[src/rtl/srpt_fetch_dma_issue_pkg.sv]
// Shared SRPT definitions: queue-entry layout, priority codes and block sizes,
// plus the per-tag record used by the fetch DMA issue stage.
package srpt_fetch_dma_issue_pkg;

  localparam int unsigned CACHE_BLOCK_SIZE = 64;
  localparam int unsigned QUEUE_ENTRY_SIZE = 99;

  localparam int unsigned RPC_ID_W    = 16;
  localparam int unsigned DBUFF_ID_W  = 9;
  localparam int unsigned REMAINING_W = 32;
  localparam int unsigned DBUFFERED_W = 20;
  localparam int unsigned GRANTED_W   = 19;
  localparam int unsigned PRIO_W      = 3;
  localparam int unsigned LEN_W       = 7;

  typedef logic [PRIO_W-1:0] srpt_prio_t;

  localparam srpt_prio_t SRPT_INVALIDATE   = 3'b000;
  localparam srpt_prio_t SRPT_DBUFF_UPDATE = 3'b001;
  localparam srpt_prio_t SRPT_GRANT_UPDATE = 3'b010;
  localparam srpt_prio_t SRPT_EMPTY        = 3'b011;
  localparam srpt_prio_t SRPT_BLOCKED      = 3'b100;
  localparam srpt_prio_t SRPT_ACTIVE       = 3'b101;

  // Queue entry, MSB first: PRIORITY[98:96] GRANTED[95:77] DBUFFERED[76:57]
  // REMAINING[56:25] DBUFF_ID[24:16] RPC_ID[15:0]
  typedef struct packed {
    srpt_prio_t             prio;
    logic [GRANTED_W-1:0]   granted;
    logic [DBUFFERED_W-1:0] dbuffered;
    logic [REMAINING_W-1:0] remaining;
    logic [DBUFF_ID_W-1:0]  dbuff_id;
    logic [RPC_ID_W-1:0]    rpc_id;
  } queue_entry_t;

  typedef struct packed {
    logic [RPC_ID_W-1:0]    rpc_id;
    logic [DBUFF_ID_W-1:0]  dbuff_id;
    logic [DBUFFERED_W-1:0] offset;
    logic [LEN_W-1:0]       len;
  } tag_entry_t;

  typedef enum logic {ST_IDLE, ST_ISSUE} req_state_e;

  // One DMA read covers at most one cache block of the remaining bytes.
  function automatic logic [LEN_W-1:0] dma_chunk_len(input logic [REMAINING_W-1:0] rem);
    return (rem >= REMAINING_W'(CACHE_BLOCK_SIZE)) ? LEN_W'(CACHE_BLOCK_SIZE) : rem[LEN_W-1:0];
  endfunction

endpackage

[src/rtl/srpt_fetch_dma_issue_if.sv]
// Handshake bundle of the fetch DMA issue stage: fetch input, DMA read
// request/completion and data-buffer update toward the SRPT data queue.
interface srpt_fetch_dma_issue_if #(
  parameter int unsigned TAG_W = 3
);
  import srpt_fetch_dma_issue_pkg::*;

  logic                   fetch_in_valid_i;
  logic                   fetch_in_ready_o;
  queue_entry_t           fetch_in_data_i;

  logic                   dma_req_valid_o;
  logic                   dma_req_ready_i;
  logic [TAG_W-1:0]       dma_req_tag_o;
  logic [RPC_ID_W-1:0]    dma_req_rpc_id_o;
  logic [DBUFF_ID_W-1:0]  dma_req_dbuff_id_o;
  logic [DBUFFERED_W-1:0] dma_req_offset_o;
  logic [LEN_W-1:0]       dma_req_len_o;

  logic                   dma_cpl_valid_i;
  logic [TAG_W-1:0]       dma_cpl_tag_i;

  logic                   dbuff_upd_valid_o;
  logic                   dbuff_upd_ready_i;
  queue_entry_t           dbuff_upd_data_o;

  modport slave (
    input  fetch_in_valid_i, fetch_in_data_i, dma_req_ready_i,
           dma_cpl_valid_i, dma_cpl_tag_i, dbuff_upd_ready_i,
    output fetch_in_ready_o, dma_req_valid_o, dma_req_tag_o, dma_req_rpc_id_o,
           dma_req_dbuff_id_o, dma_req_offset_o, dma_req_len_o,
           dbuff_upd_valid_o, dbuff_upd_data_o
  );

  modport master (
    output fetch_in_valid_i, fetch_in_data_i, dma_req_ready_i,
           dma_cpl_valid_i, dma_cpl_tag_i, dbuff_upd_ready_i,
    input  fetch_in_ready_o, dma_req_valid_o, dma_req_tag_o, dma_req_rpc_id_o,
           dma_req_dbuff_id_o, dma_req_offset_o, dma_req_len_o,
           dbuff_upd_valid_o, dbuff_upd_data_o
  );

endinterface

[src/rtl/srpt_lsb_select.sv]
// Find-lowest-set-bit encoder; found_c_o is low when the vector is empty.
module srpt_lsb_select #(
  parameter int unsigned W     = 8,
  parameter int unsigned IDX_W = 3
) (
  input  logic [W-1:0]     vec_i,
  output logic [IDX_W-1:0] idx_c_o,
  output logic             found_c_o
);

  always_comb begin
    idx_c_o   = '0;
    found_c_o = 1'b0;
    for (int i = int'(W) - 1; i >= 0; i--) begin
      if (vec_i[i]) begin
        idx_c_o   = IDX_W'(i);
        found_c_o = 1'b1;
      end
    end
  end

endmodule

[src/rtl/srpt_fetch_dma_issue.sv]
// Issues one-cache-block DMA reads for active fetch-queue entries and returns
// data-buffer updates on completion. Optional counters: SRPT_FETCH_DMA_STATS_EN.
module srpt_fetch_dma_issue
  import srpt_fetch_dma_issue_pkg::*;
#(
  parameter int unsigned MAX_OUTSTANDING = 8,
  parameter int unsigned TAG_W           = 3
) (
  input  logic               ap_clk,
  input  logic               ap_rst_n,
  srpt_fetch_dma_issue_if.slave bus,
  output logic [TAG_W:0]     outstanding_o,
  output logic               cpl_err_o,
  output logic [31:0]        stat_req_cnt_o,
  output logic [31:0]        stat_cpl_cnt_o
);

  localparam int unsigned CNT_W = TAG_W + 1;

  req_state_e                 state_q, state_d;
  logic                       run_q;
  logic [MAX_OUTSTANDING-1:0] alloc_q, alloc_d, pend_q, pend_d;
  tag_entry_t                 tab_q [MAX_OUTSTANDING];
  logic                       req_valid_q, req_valid_d;
  logic [TAG_W-1:0]           req_tag_q, req_tag_d;
  tag_entry_t                 req_q, req_d;
  logic                       upd_valid_q, upd_valid_d;
  logic [TAG_W-1:0]           upd_tag_q;
  queue_entry_t               upd_data_q, upd_data_d;
  logic [CNT_W-1:0]           out_q, out_d;
  logic                       err_q, err_d;

  logic [TAG_W-1:0] free_tag_c, upd_tag_c;
  logic             free_any_c, upd_any_c;
  logic             ready_c, accept_c, alloc_c, req_hs_c, upd_hs_c, cpl_ok_c;
  logic             unused_granted;

  assign unused_granted = ^bus.fetch_in_data_i.granted;

  srpt_lsb_select #(.W(MAX_OUTSTANDING), .IDX_W(TAG_W)) u_free_sel (
    .vec_i     (~alloc_q),
    .idx_c_o   (free_tag_c),
    .found_c_o (free_any_c)
  );

  srpt_lsb_select #(.W(MAX_OUTSTANDING), .IDX_W(TAG_W)) u_pend_sel (
    .vec_i     (pend_d),
    .idx_c_o   (upd_tag_c),
    .found_c_o (upd_any_c)
  );

  // Free tags come from the registered map, so a tag freed this cycle waits one cycle.
  assign ready_c  = run_q & free_any_c & ((state_q == ST_IDLE) | bus.dma_req_ready_i);
  assign accept_c = bus.fetch_in_valid_i & ready_c;
  assign alloc_c  = accept_c & (bus.fetch_in_data_i.prio == SRPT_ACTIVE)
                  & (bus.fetch_in_data_i.remaining != '0);
  assign req_hs_c = req_valid_q & bus.dma_req_ready_i;
  assign upd_hs_c = upd_valid_q & bus.dbuff_upd_ready_i;
  assign cpl_ok_c = alloc_q[bus.dma_cpl_tag_i] & ~pend_q[bus.dma_cpl_tag_i];

  // Request FSM: next state and held request payload.
  always_comb begin
    state_d   = state_q;
    req_tag_d = req_tag_q;
    req_d     = req_q;
    unique case (state_q)
      ST_IDLE:  if (alloc_c) state_d = ST_ISSUE;
      ST_ISSUE: if (bus.dma_req_ready_i) state_d = alloc_c ? ST_ISSUE : ST_IDLE;
      default:  state_d = ST_IDLE;
    endcase
    if (alloc_c) begin
      req_tag_d      = free_tag_c;
      req_d.rpc_id   = bus.fetch_in_data_i.rpc_id;
      req_d.dbuff_id = bus.fetch_in_data_i.dbuff_id;
      req_d.offset   = bus.fetch_in_data_i.dbuffered;
      req_d.len      = dma_chunk_len(bus.fetch_in_data_i.remaining);
    end
    req_valid_d = (state_d == ST_ISSUE);
  end

  // Tag bookkeeping: free, completion and allocation all land on the same edge.
  always_comb begin
    alloc_d = alloc_q;
    pend_d  = pend_q;
    err_d   = err_q;
    out_d   = '0;
    if (upd_hs_c) begin
      alloc_d[upd_tag_q] = 1'b0;
      pend_d[upd_tag_q]  = 1'b0;
    end
    if (bus.dma_cpl_valid_i) begin
      if (cpl_ok_c) pend_d[bus.dma_cpl_tag_i] = 1'b1;
      else          err_d = 1'b1;
    end
    if (alloc_c) alloc_d[free_tag_c] = 1'b1;
    for (int i = 0; i < int'(MAX_OUTSTANDING); i++) begin
      out_d = out_d + CNT_W'(alloc_d[i]);
    end
  end

  // Update payload always tracks the lowest pending tag.
  always_comb begin
    upd_valid_d = upd_any_c;
    upd_data_d  = '0;
    if (upd_any_c) begin
      upd_data_d.rpc_id    = tab_q[upd_tag_c].rpc_id;
      upd_data_d.dbuff_id  = tab_q[upd_tag_c].dbuff_id;
      upd_data_d.dbuffered = tab_q[upd_tag_c].offset + DBUFFERED_W'(tab_q[upd_tag_c].len);
      upd_data_d.prio      = SRPT_DBUFF_UPDATE;
    end
  end

  always_ff @(posedge ap_clk or negedge ap_rst_n) begin
    if (!ap_rst_n) begin
      state_q     <= ST_IDLE;
      run_q       <= 1'b0;
      alloc_q     <= '0;
      pend_q      <= '0;
      req_valid_q <= 1'b0;
      req_tag_q   <= '0;
      req_q       <= '0;
      upd_valid_q <= 1'b0;
      upd_tag_q   <= '0;
      upd_data_q  <= '0;
      out_q       <= '0;
      err_q       <= 1'b0;
      for (int i = 0; i < int'(MAX_OUTSTANDING); i++) tab_q[i] <= '0;
    end else begin
      state_q     <= state_d;
      run_q       <= 1'b1;
      alloc_q     <= alloc_d;
      pend_q      <= pend_d;
      req_valid_q <= req_valid_d;
      req_tag_q   <= req_tag_d;
      req_q       <= req_d;
      upd_valid_q <= upd_valid_d;
      upd_tag_q   <= upd_tag_c;
      upd_data_q  <= upd_data_d;
      out_q       <= out_d;
      err_q       <= err_d;
      if (alloc_c) tab_q[free_tag_c] <= req_d;
    end
  end

`ifdef SRPT_FETCH_DMA_STATS_EN
  logic [31:0] stat_req_q, stat_cpl_q;

  always_ff @(posedge ap_clk or negedge ap_rst_n) begin
    if (!ap_rst_n) begin
      stat_req_q <= '0;
      stat_cpl_q <= '0;
    end else begin
      if (req_hs_c) stat_req_q <= stat_req_q + 32'd1;
      if (upd_hs_c) stat_cpl_q <= stat_cpl_q + 32'd1;
    end
  end

  assign stat_req_cnt_o = stat_req_q;
  assign stat_cpl_cnt_o = stat_cpl_q;
`else
  logic unused_req_hs;
  assign unused_req_hs  = req_hs_c;
  assign stat_req_cnt_o = '0;
  assign stat_cpl_cnt_o = '0;
`endif

  assign bus.fetch_in_ready_o   = ready_c;
  assign bus.dma_req_valid_o    = req_valid_q;
  assign bus.dma_req_tag_o      = req_tag_q;
  assign bus.dma_req_rpc_id_o   = req_q.rpc_id;
  assign bus.dma_req_dbuff_id_o = req_q.dbuff_id;
  assign bus.dma_req_offset_o   = req_q.offset;
  assign bus.dma_req_len_o      = req_q.len;
  assign bus.dbuff_upd_valid_o  = upd_valid_q;
  assign bus.dbuff_upd_data_o   = upd_data_q;
  assign outstanding_o          = out_q;
  assign cpl_err_o              = err_q;

endmodule

[src/flat_wrapper.sv]
// flat-port wrapper written by rule: the top's interface ports become plain ports
module srpt_fetch_dma_issue_flat import srpt_fetch_dma_issue_pkg::*;
#(
  parameter int unsigned MAX_OUTSTANDING = 8,
  parameter int unsigned TAG_W           = 3
)
  (ap_clk, ap_rst_n, outstanding_o, cpl_err_o, stat_req_cnt_o, stat_cpl_cnt_o, bus_fetch_in_valid_i, bus_fetch_in_data_i, bus_dma_req_ready_i, bus_dma_cpl_valid_i, bus_dma_cpl_tag_i, bus_dbuff_upd_ready_i, bus_fetch_in_ready_o, bus_dma_req_valid_o, bus_dma_req_tag_o, bus_dma_req_rpc_id_o, bus_dma_req_dbuff_id_o, bus_dma_req_offset_o, bus_dma_req_len_o, bus_dbuff_upd_valid_o, bus_dbuff_upd_data_o);
  srpt_fetch_dma_issue_if #(.TAG_W(TAG_W)) bus_i ();
  input  logic ap_clk;
  input  logic ap_rst_n;
  output logic [TAG_W:0] outstanding_o;
  output logic cpl_err_o;
  output logic [31:0] stat_req_cnt_o;
  output logic [31:0] stat_cpl_cnt_o;
  input wire logic [$bits(bus_i.fetch_in_valid_i)-1:0] bus_fetch_in_valid_i;
  input wire logic [$bits(bus_i.fetch_in_data_i)-1:0] bus_fetch_in_data_i;
  input wire logic [$bits(bus_i.dma_req_ready_i)-1:0] bus_dma_req_ready_i;
  input wire logic [$bits(bus_i.dma_cpl_valid_i)-1:0] bus_dma_cpl_valid_i;
  input wire logic [$bits(bus_i.dma_cpl_tag_i)-1:0] bus_dma_cpl_tag_i;
  input wire logic [$bits(bus_i.dbuff_upd_ready_i)-1:0] bus_dbuff_upd_ready_i;
  output wire logic [$bits(bus_i.fetch_in_ready_o)-1:0] bus_fetch_in_ready_o;
  output wire logic [$bits(bus_i.dma_req_valid_o)-1:0] bus_dma_req_valid_o;
  output wire logic [$bits(bus_i.dma_req_tag_o)-1:0] bus_dma_req_tag_o;
  output wire logic [$bits(bus_i.dma_req_rpc_id_o)-1:0] bus_dma_req_rpc_id_o;
  output wire logic [$bits(bus_i.dma_req_dbuff_id_o)-1:0] bus_dma_req_dbuff_id_o;
  output wire logic [$bits(bus_i.dma_req_offset_o)-1:0] bus_dma_req_offset_o;
  output wire logic [$bits(bus_i.dma_req_len_o)-1:0] bus_dma_req_len_o;
  output wire logic [$bits(bus_i.dbuff_upd_valid_o)-1:0] bus_dbuff_upd_valid_o;
  output wire logic [$bits(bus_i.dbuff_upd_data_o)-1:0] bus_dbuff_upd_data_o;
  assign bus_i.fetch_in_valid_i = bus_fetch_in_valid_i;
  assign bus_i.fetch_in_data_i = bus_fetch_in_data_i;
  assign bus_i.dma_req_ready_i = bus_dma_req_ready_i;
  assign bus_i.dma_cpl_valid_i = bus_dma_cpl_valid_i;
  assign bus_i.dma_cpl_tag_i = bus_dma_cpl_tag_i;
  assign bus_i.dbuff_upd_ready_i = bus_dbuff_upd_ready_i;
  assign bus_fetch_in_ready_o = bus_i.fetch_in_ready_o;
  assign bus_dma_req_valid_o = bus_i.dma_req_valid_o;
  assign bus_dma_req_tag_o = bus_i.dma_req_tag_o;
  assign bus_dma_req_rpc_id_o = bus_i.dma_req_rpc_id_o;
  assign bus_dma_req_dbuff_id_o = bus_i.dma_req_dbuff_id_o;
  assign bus_dma_req_offset_o = bus_i.dma_req_offset_o;
  assign bus_dma_req_len_o = bus_i.dma_req_len_o;
  assign bus_dbuff_upd_valid_o = bus_i.dbuff_upd_valid_o;
  assign bus_dbuff_upd_data_o = bus_i.dbuff_upd_data_o;
  srpt_fetch_dma_issue #(.MAX_OUTSTANDING(MAX_OUTSTANDING), .TAG_W(TAG_W)) u_core (.ap_clk(ap_clk), .ap_rst_n(ap_rst_n), .bus(bus_i), .outstanding_o(outstanding_o), .cpl_err_o(cpl_err_o), .stat_req_cnt_o(stat_req_cnt_o), .stat_cpl_cnt_o(stat_cpl_cnt_o));
endmodule
[config.mk]
export PLATFORM = sky130hd
export DESIGN_NAME = srpt_fetch_dma_issue_flat
export DESIGN_NICKNAME = d
export VERILOG_FILES = /design/src/rtl/srpt_fetch_dma_issue_pkg.sv /design/src/rtl/srpt_fetch_dma_issue_if.sv /design/src/rtl/srpt_lsb_select.sv /design/src/rtl/srpt_fetch_dma_issue.sv /design/src/flat_wrapper.sv
export SDC_FILE = /design/constraint.sdc
export NUM_CORES = 1
export LEC_CHECK = 0
export ABC_CLOCK_PERIOD_IN_PS = 12300
export CAP_MARGIN = 40
export CORE_AREA = 2 2 169 254
export DETAILED_ROUTE_END_ITERATION = 10
export DIE_AREA = 0 0 171 256
export GPL_TIMING_DRIVEN = 0
export PLACE_DENSITY_LB_ADDON = 0.1
export SKIP_LAST_GASP = 1
export SYNTH_ARGS = -nofsm -noshare
export SYNTH_HDL_FRONTEND = slang
export SYNTH_SLANG_ARGS = --single-unit
[constraint.sdc]
create_clock -name ap_clk -period 12.3 [get_ports ap_clk]
set_input_delay 2.46 -clock ap_clk [delete_from_list [all_inputs] [get_ports ap_clk]]
set_output_delay 2.46 -clock ap_clk [all_outputs]
set_load 0.005 [all_outputs]
### Word level (Yosys, flattened, before mapping)

Index checks and enable logic that the tools add are counted.
W data, S select, Z words.

* bits in registers: 544
* bits in latches: 0
* memory bits (writable): 0
* bits in read-only memories: 0
* output and inout port bits: 226
* word-level logic and storage cells: 154
* memories kept: 0

* $add $sub $neg: 8
* $mul: 0
* div/mod/pow operators: 0
* order comparisons: 10
* equal/unequal tests: 1
* shifts and indexed selects: 0
* multiplexer cells: 61
* bitwise logic cells: 19
* reductions and logical operators: 6

Operators by type and width (count)
* $bwmux W416: 1
* $mux W52: 4
* $bmux W52 S3: 1
* $demux W52 S3: 1
* $mux W3: 16
* $mux W8: 5
* $ge A32 B7 Y1 const B: 1
* $reduce_bool A32 Y1: 1
* $mux W25: 1
* $add A4 B1 Y4: 6
* $mux W1: 24
* $add A20 B7 Y20: 1
* $mux W20: 1
* $and A8 B8 Y8: 2
* $not A8 Y8: 2
* $or A8 B8 Y8: 2
* $lt A3 B4 Y1 const B: 3
* $demux W1 S3: 3
* $ge A3 B1 Y1 const B: 3
* $ge A4 B4 Y1 const B: 2
* $not A3 Y4: 2
* $and A1 B1 Y1: 7
* $mux W7: 1
* $bmux W1 S3: 2
* 8 further kinds: 13

### Logic depth before layout (Yosys ltp)

Gate-level depths: netlist of the first run.

* depth in word-level cells: 24
* gate-level depth with buffers: 27

### Modules after synthesis

From an unflattened synthesis of the first run, not the netlist that was laid out.

* cells, all modules: 2147
* area total of the unflattened synthesis: 24494.7 um^2

Modules (own cells, without submodules)
* srpt_fetch_dma_issue: times used 1, cells an instance 2121, area each 24334.6 um^2, sequential area each 13588.0 um^2
* srpt_lsb_select: times used 2, cells an instance 13, area each 80.1 um^2, sequential area each 0.0 um^2

### Worst setup path before layout of the first run

OpenSTA, ideal clock, no wires.

* kind: input to register
* from: in bus_dma_cpl_tag_i[2]
* to: reg u_core.upd_data_q (netlist bit u_core.bus.dbuff_upd_data_o[76])
* setup time: 0.123 ns
* arrival: 6.796 ns
* data required time: 12.177 ns
* setup slack: 5.381 ns
* stages on the path: 26
* cell sequence: buf_6 > mux4_2 > nand4_1 > o211ai_2 > a311oi_4 > or2_1 > buf_6 > buf_6 > buf_2 > clkbuf_1 > buf_2 > nand2_1 > nand3_1 > nand2_1 > o21ai_0 > ha_1 > a21o_1 > a21oi_1 > o21bai_1 > a21oi_1 > nor2b_1 > o21ai_0 > nand2b_1 > nand4b_4 > or4_1 > mux2i_1

RTL lines
* start: declaration: RTL line flat_wrapper.sv:19 `input wire logic [$bits(bus_i.dma_cpl_tag_i)-1:0] bus_dma_cpl_tag_i;`
* end signal: assignment: RTL line srpt_fetch_dma_issue.sv:138 `upd_data_q <= upd_data_d;`
* end: declaration: RTL line srpt_fetch_dma_issue.sv:29 `queue_entry_t upd_data_q, upd_data_d;`

==> metrics.md, run 1 <==
| Metric | Value |
|---|---|
| Worst setup startpoint | `bus_dbuff_upd_ready_i` |
| Internal | `3.45 mW` |
| Max_slew headroom | `37.0%` |
| Critical path type | `primary input to flop` |
| Clk Latency, worst-skew pair | `0.58 ns` |
| Max Cap Viol | `0` |
| Worst Tran Pin Value | `0.945 ns` |
| CTS tree | `yes` |
| Wire per inst | `21.1 um` |
| WP data arrival | `9.08 ns` |
| Worst Setup Start Kind | `primary input` |
| Number of port buffers | `194` |
| # IOs | `334` |
| Asr flop ratio synth | `100%` |
| First-pass GRT wire length | `121000 um` |
| Most common cell after layout, fill and taps aside | `nand2_1` |
| Status | `finished, final reports clean` |
| CP endpoint kind | `flop` |
| Largest net degree at the start of global routing | `126` |
| DR vias | `approximately 22000` |
| Core area | `0.0417 sq mm` |
| Fill cells | `3331` |
| Register area | `approximately 0.014 sq mm` |
| Worst hold slack | `around 0.45 ns` |
| Yosys reg bits | `roughly 540` |
| Cell count after placement | `3628` |
| Min cycle time layout | `8.60 ns` |
| Power Density | `191 mW/mm^2` |
| Net Sw Frac | `39.1%` |
| Mapped Area | `0.0248 sq mm` |
| Period utilization | `a little over two thirds` |
| Commonest cells after routing, fill and taps aside | `829 x nand2_1, 543 x dfrtp_1, 449 x o21ai_0` |
| Post-synth EDFFs | `0` |
| Starting density of the core | `approximately three fifths` |
| Reg-to-reg startpoint | `u_core.upd_tag_q[0]` |
| CTS Buf Count | `50` |
| Htree depth | `2` |
| Syn-to-layout area delta | `19.7%` |
| Clock-pin slew on the worst setup and hold paths | `approximately 0.060 ns` |
| Achievable Freq | `116 MHz` |
| Via density | `around 5.8` |
| Clock share of power | `a little over a quarter` |
| Req. time, crit path | `12.79 ns` |
| Hold Path Class | `flop to flop` |
| Final setup violation count | `0` |
| Cells after synthesis | `2744` |
| Mean post-synth cell area | `9.02 sq um` |
| Die Span X | `between 150 and 200 um` |
| Yosys warning count | `0` |
| Std-Cell Rows | `92` |
| CTS Hold Bufs | `0` |
| DP Worst Slack | `3.33 ns` |
| Clock Tree Root | `clkbuf_16` |
| Critical Path Fanout Max | `10` |
| Initial DRC Count | `2207` |
| Initial antenna violation count | `0` |
| N_diodes | `0` |
| Main synth FF type | `dfrtp_1` |
| Leak | `14.1 nW` |
| Die Height | `roughly 260 um` |
| Final non-filler cell total | `3719` |
| Nets | `3240` |
| RD Place Congestion | `0.978` |
| Drt drc | `0` |
| Vias in the first global route | `21646` |
| Hold Fails Final Rpt | `0` |
| Total grt overflow | `0` |
| WL final | `78400 um` |
| Setup slack, reg-to-reg | `5.59 ns` |
| TritonCTS Sinks | `543` |
| Max Root-Sink Buffers | `3` |
| Worst VDD drop | `0.000139 V` |
| Worst Skew | `0.0234 ns` |
| Final ANT Viol Nets | `0` |
| Final worst setup slack | `3.70 ns` |
| R2R depth | `22` |
| Multi-input gate area | `between 0.009 and 0.01 sq mm` |
| Total Routing Usage GR | `36.4%` |
| Die ar. | `0.0438 sq mm` |
| Worst hold stages | `1` |
| P_sw | `2.22 mW` |
| Synth cell types | `a little over 80` |
| Sequential share of the synthesized area | `54.9%` |
| Final Slew Violations | `0` |
| Reg-to-reg endpoint | `u_core.bus.dbuff_upd_data_o[67]` |
| Ratio of cells with drive above 1 in the final layout | `8.08%` |
| Hpwl dp | `55500 um` |
| Proportion of power drawn by flip-flops and latches | `around 36%` |
| Cts repair resizes | `0` |
| Gate power share | `36.4%` |
| Number of detailed-route iterations in the first pass | `8` |
| Unrepaired setup endpoints after global routing | `false` |
| Worst setup endpoint | `u_core.bus.dbuff_upd_data_o[73]` |
| Post-CTS setup buffers | `0` |
-- power by group through the flow --
stage               Sequential, mW  Clock, mW  Combinational [mW]
floorplan                     2.08          0                1.12
global placement              2.09          0                1.96
detailed placement            2.09          0                2.00
CTS                           2.06       1.55                2.01
global route                  2.08       1.63                2.19
finish                        2.06       1.54                2.06
-- critical path, cell delays in order --
cell,delay (ns)
clkdlybuf4s50_1,0.53
nand3_1,0.28
o21a_1,0.29
o221ai_1,0.25
o211ai_2,0.21
a311oi_4,0.45
or2_1,0.20
buf_6,0.15
buf_6,0.16
buf_2,0.30
clkbuf_1,0.48
buf_2,0.46
nand2_1,0.12
nand3_1,0.10
nand2_1,0.11
o21ai_0,0.34
ha_1,0.26
fa_1,0.22
a21oi_1,0.07
nor2_1,0.08
nor2_1,0.06
o21bai_1,0.14
a21oi_1,0.12
o21bai_1,0.32
nand4b_2,0.30
or3_1,0.43
a21oi_1,0.15
-- state kept, by name, summed over array words and instances (netlist names) --
register	flops
u_core.tab_q	416
u_core.bus.dbuff_upd_data_o	46
u_core.bus.dma_req_offset_o	20
u_core.bus.dma_req_rpc_id_o	16
u_core.bus.dma_req_dbuff_id_o	9
u_core.alloc_q	8
u_core.pend_q	8
u_core.bus.dma_req_len_o	7
u_core.outstanding_o	4
u_core.bus.dma_req_tag_o	3
u_core.upd_tag_q	3
u_core.cpl_err_o	1
u_core.run_q	1
u_core.state_q	1
-- worst min-delay path by stage --
stage,from,to,slack [ns]
finish,u_core.cpl_err_o,u_core.cpl_err_o,0.45
global route,u_core.cpl_err_o,u_core.cpl_err_o,0.48
CTS,u_core.cpl_err_o,u_core.cpl_err_o,0.46
detailed placement,u_core.cpl_err_o,u_core.cpl_err_o,0.45
global placement,u_core.cpl_err_o,u_core.cpl_err_o,0.44
floorplan,u_core.tab_q[222],u_core.tab_q[222],0.44
-- per-layer routing --
| layer | vias to the layer above | part of all wire, % | track usage [%] | routed length (um) |
|---|---|---|---|---|
| met4 | 0 | 8.6 | 26.7 | 6710 |
| met3 | 362 | 7.7 | 5.97 | 6010 |
| met5 | - | 0 | 0 | 0 |
| li1 | 9657 | - | - | - |
| met1 | 10412 | 34 | 42.0 | 27000 |
| met2 | 1118 | 49 | 60.5 | 38700 |
-- synth_stat cells, types with 8 or more instances --
master / instances / area [sq um]
nor4_1: 10 / 62.6
buf_4: 120 / 901
nand2_1: 829 / 3110
nand3_1: 240 / 1200
o21ai_0: 449 / 2250
nand2b_1: 9 / 56.3
nand4_1: 8 / 50.1
nor2_1: 23 / 86.3
clkbuf_1: 142 / 533
dfrtp_1: 543 / 13600
mux2i_1: 80 / 801
mux2_2: 11 / 124
inv_1: 71 / 267
a21oi_1: 18 / 90.1
buf_1: 14 / 52.6
and2_1: 9 / 56.3
and3_1: 11 / 68.8
ha_1: 10 / 125
-- kinds of logic (layout without fill, tap and decap cells) --
family                   Yosys count  after routing  synth area share [%]
other                              2            118                0.0303
flip-flops                       543            543                  54.9
adder cells (fa/ha/maj)           15             15                 0.910
buffers and inverters            364            659                  7.65
multiplexers                      98             98                  4.14
AO/OA/AOI/OAI                    542            542                  12.1
XOR/XNOR                           8              8                 0.283
AND/OR/NAND/NOR                 1172           1172                  20.0
-- per-stage QoR --
stage	power, mW	cell area, sq um	TNS, ns	utilization, %
after floorplan	3.20	25200	0	-
after global placement	4.06	27800	-7717.65	66.8
after detailed placement	4.09	28000	0	67.3
after CTS	5.63	29600	0	71.1
after global routing	5.90	29600	0	71.1
final	5.67	29600	0	71.1
-- layout make-up --
cell class | instances | area share (%)
inverters | 73 | 0.941
plain buffers | 291 | 5.45
multi-input cells | 1953 | 32.8
clock inverters | 12 | 0.485
flip-flops and latches | 543 | 45.8
well taps | 564 | 2.38
repair buffers | 205 | 7.21
clock buffers | 78 | 4.91
No activity file was read; power rests on OpenSTA's default activity.
==> run 2, diff against run 1 <==
--- a/config.mk
+++ b/config.mk
@@ -5,11 +5,11 @@
 export SDC_FILE = /design/constraint.sdc
 export NUM_CORES = 1
 export LEC_CHECK = 0
-export ABC_CLOCK_PERIOD_IN_PS = 12300
+export ABC_CLOCK_PERIOD_IN_PS = 7100
 export CAP_MARGIN = 40
-export CORE_AREA = 2 2 169 254
+export CORE_AREA = 2 2 185 278
 export DETAILED_ROUTE_END_ITERATION = 10
-export DIE_AREA = 0 0 171 256
+export DIE_AREA = 0 0 187 280
 export GPL_TIMING_DRIVEN = 0
 export PLACE_DENSITY_LB_ADDON = 0.1
 export SKIP_LAST_GASP = 1
==> constraint.sdc (replaced) <==
create_clock -name ap_clk -period 7.1 [get_ports ap_clk]
set_input_delay 1.42 -clock ap_clk [delete_from_list [all_inputs] [get_ports ap_clk]]
set_output_delay 1.42 -clock ap_clk [all_outputs]
set_load 0.005 [all_outputs]
==> metrics.md, run 2 (synthesis results as in run 1) <==
| Metric | Value |
|---|---|
| First-pass GRT wire length | `121000 um (+0.14%)` |
| Syn-to-layout area delta | `21.0%` |
| Std-Cell Rows | `101 (+9.8%)` |
| Max Cap Viol | `0 (unchanged)` |
| Gate power share | `35.5% (-0.9 points)` |
| Die Span X | `187 um (+9.4%)` |
| Initial DRC Count | `1761 (-20%)` |
| Net Sw Frac | `38.4% (-0.68 points)` |
| Worst hold slack | `0.466 ns (+0.0150 ns)` |
| Met3 usage | `4.38% (-1.6 points)` |
| Fill cells | `4493 (+35%)` |
| Unrepaired setup endpoints after global routing | `true` |
| Worst setup startpoint | `bus_dma_cpl_tag_i[0]` |
| Hpwl dp | `57400 um (+3.3%)` |
| Reg-to-reg endpoint | `u_core.bus.dbuff_upd_data_o[76]` |
| Final Slew Violations | `0 (unchanged)` |
| Final setup violation count | `0 (unchanged)` |
| Reg-to-reg startpoint | `u_core.upd_tag_q[0]` |
| Drt drc | `0 (unchanged)` |
| Largest net degree at the start of global routing | `122 (-3.2%)` |
| Proportion of power drawn by flip-flops and latches | `35.7% (-0.7 points)` |
| Worst Skew | `0.0257 ns (+0.00230 ns)` |
| Req. time, crit path | `7.57 ns (-5.22 ns)` |
| Worst Tran Pin Value | `0.910 ns (-0.0342 ns)` |
| Max Root-Sink Buffers | `3 (unchanged)` |
| TritonCTS Sinks | `543 (unchanged)` |
| Hold Path Class | `flop to flop` |
| DR vias | `21118 (-2.0%)` |
| Pwr Total | `10.0 mW (+76%)` |
| Core area | `0.0502 sq mm (+20%)` |
| Worst setup endpoint | `u_core.bus.dbuff_upd_data_o[76]` |
| Critical Path Fanout Max | `10 (unchanged)` |
| Clock share of power | `28.7% (+1.5 points)` |
| Period utilization | `97.4%` |
| RD Place Congestion | `0.936 (-4.3%)` |
| WL final | `79300 um (+1.1%)` |
| Dpl cell area | `0.0282 sq mm (+0.54%)` |
| CTS Buf Count | `52 (+4.0%)` |
| Internal | `6.16 mW (+78%)` |
| Die ar. | `0.0524 sq mm (+20%)` |
| Number of detailed-route iterations in the first pass | `8 (unchanged)` |
| Htree depth | `2 (unchanged)` |
| Total Routing Usage GR | `30.2% (-6.2 points)` |
| Post-CTS setup buffers | `0 (unchanged)` |
| Setup slack, reg-to-reg | `1.10 ns (-4.49 ns)` |
| Achievable Freq | `145 MHz` |
| Wire per inst | `20.7 um (-1.9%)` |
| Final ANT Viol Nets | `0 (unchanged)` |
| Ratio of cells with drive above 1 in the final layout | `9.24% (+1.2 points)` |
| Min cycle time layout | `6.91 ns` |
| Status | `finished, final reports clean` |
| Vias in the first global route | `21076 (-2.6%)` |
| Total grt overflow | `0 (unchanged)` |
| Design Area, Final | `0.0300 sq mm (+1.1%)` |
| Max FFs per register | `416 (unchanged)` |
| Initial antenna violation count | `3 (+3)` |
| Most common cell after layout, fill and taps aside | `nand2_1` |
| Gr busiest metal | `met2` |
| R2R depth | `25 (+14%)` |
| # IOs | `334 (unchanged)` |
| Number of port buffers | `194 (unchanged)` |
| CTS tree | `yes` |
| Starting density of the core | `49.4% (-10 points)` |
| Commonest cells after routing, fill and taps aside | `829 x nand2_1, 543 x dfrtp_1, 446 x o21ai_0` |
| CP endpoint kind | `flop` |
| Critical path type | `primary input to flop` |
| Power Density | `334 mW/mm^2 (+74%)` |
| Via density | `5.51 (-4.9%)` |
| Die Height | `280 um (+9.4%)` |
| Nets | `3240 (unchanged)` |
| P_sw | `3.84 mW (+73%)` |
| Worst hold stages | `1 (unchanged)` |
| Met2 Use GR | `53.9% (-6.6 points)` |
| Worst Setup Start Kind | `primary input` |
| Final Core Density | `59.7% (-11 points)` |
| Clock Tree Root | `clkbuf_16` |
| Most flop-heavy register | `u_core.tab_q` |
| Max_slew headroom | `37.6% (+0.55 points)` |
| Worst VDD drop | `0.000233 V (+68%)` |
| Leak | `14.3 nW (+1.2%)` |
| TNS Setup | `0 ns (unchanged)` |
| Clock-pin slew on the worst setup and hold paths | `0.07 ns (about the same)` |
| Hold Fails Final Rpt | `0 (unchanged)` |
| Clk Latency, worst-skew pair | `0.60 ns (+0.02 ns)` |
| Met1 GRT Util | `33.8% (-8.2 points)` |
| WP data arrival | `7.38 ns (-1.70 ns)` |
| CTS Hold Bufs | `0 (unchanged)` |
==> run 2: changes by cell type in the layout (fill, tap and decap cells not counted), moves of 3 or more <==
cell       delta
buf_1         -5
buf_2         +3
bufinv_16     +3
clkbuf_1     -26
clkbuf_2     +16
clkinv_2     +11
diode_2       +4
o21ai_0       -3
o21ai_1       +3
==> run 2: final cells by class <==
class	count	area [sq um]	share of cell area, %
Tap cell	669	837	2.79
Multi-Input combinational cell	1953	9720	32.4
Buffer	288	1640	5.46
Sequential cell	543	13600	45.3
Antenna cell	4	10.0	0.0334
Timing Repair Buffer	206	2150	7.16
Inverter	73	279	0.931
Clock buffer	74	1490	4.98
Clock inverter	22	255	0.852
==> run 2: metal layers <==
| layer | vias up | wire, um |
|---|---|---|
| met2 | 873 | 40700 |
| li1 | 9673 | - |
| met5 | - | 0 |
| met1 | 10319 | 28300 |
| met3 | 253 | 4920 |
| met4 | 0 | 5360 |
==> run 2: how the worst min path moves through the flow <==
stage	start	to	slack [ns]
3_3_place_gp	u_core.cpl_err_o	u_core.cpl_err_o	0.44
4_1_cts	u_core.cpl_err_o	u_core.cpl_err_o	0.47
2_1_floorplan	u_core.tab_q[222]	u_core.tab_q[222]	0.44
5_1_grt	u_core.tab_q[109]	u_core.tab_q[109]	0.49
6_report	u_core.cpl_err_o	u_core.cpl_err_o	0.47
3_5_place_dp	u_core.cpl_err_o	u_core.cpl_err_o	0.46
==> run 2: power by group through the flow <==
stage          clock network, mW  logic, mW  registers, mW
3_5_place_dp                   0       3.48           3.63
2_1_floorplan                  0       1.95           3.60
3_3_place_gp                   0       3.44           3.63
5_1_grt                     3.03       3.80           3.61
6_report                    2.88       3.55           3.57
4_1_cts                     2.91       3.50           3.57
==> run 2: what timing repair did <==
action                                  CTS  global route
gates cloned                              0             0
endpoints found under the setup margin   10            15
resized for setup                         7            36
==> run 2: per-stage QoR <==
stage	worst slack, ns	instances
after floorplan	1.22	2860
after global placement	-18.88	3723
after detailed placement	-0.830	3735
after CTS	0.0253	3830
after global routing	-0.0382	3829
final	0.185	3832
==> run 2: critical path, cell delays in order <==
cell and delay, ns:
clkdlybuf4s50_1 0.50, buf_6 0.17, mux2i_1 0.24, a22oi_2 0.14, and2_1 0.21, o211ai_2 0.31, a311oi_4 0.19, or2_1 0.26
buf_6 0.14, inv_4 0.10, buf_2 0.29, buf_1 0.67, nand2_1 0.13, nand3_1 0.12, nand2_1 0.07, o21ai_0 0.25
ha_1 0.25, a21o_1 0.15, a21oi_1 0.10, o21bai_1 0.14, a21oi_1 0.09, nor2b_1 0.24, o21ai_0 0.12, nand2b_1 0.23
nand4b_4 0.21, or4_1 0.48, mux2i_1 0.14
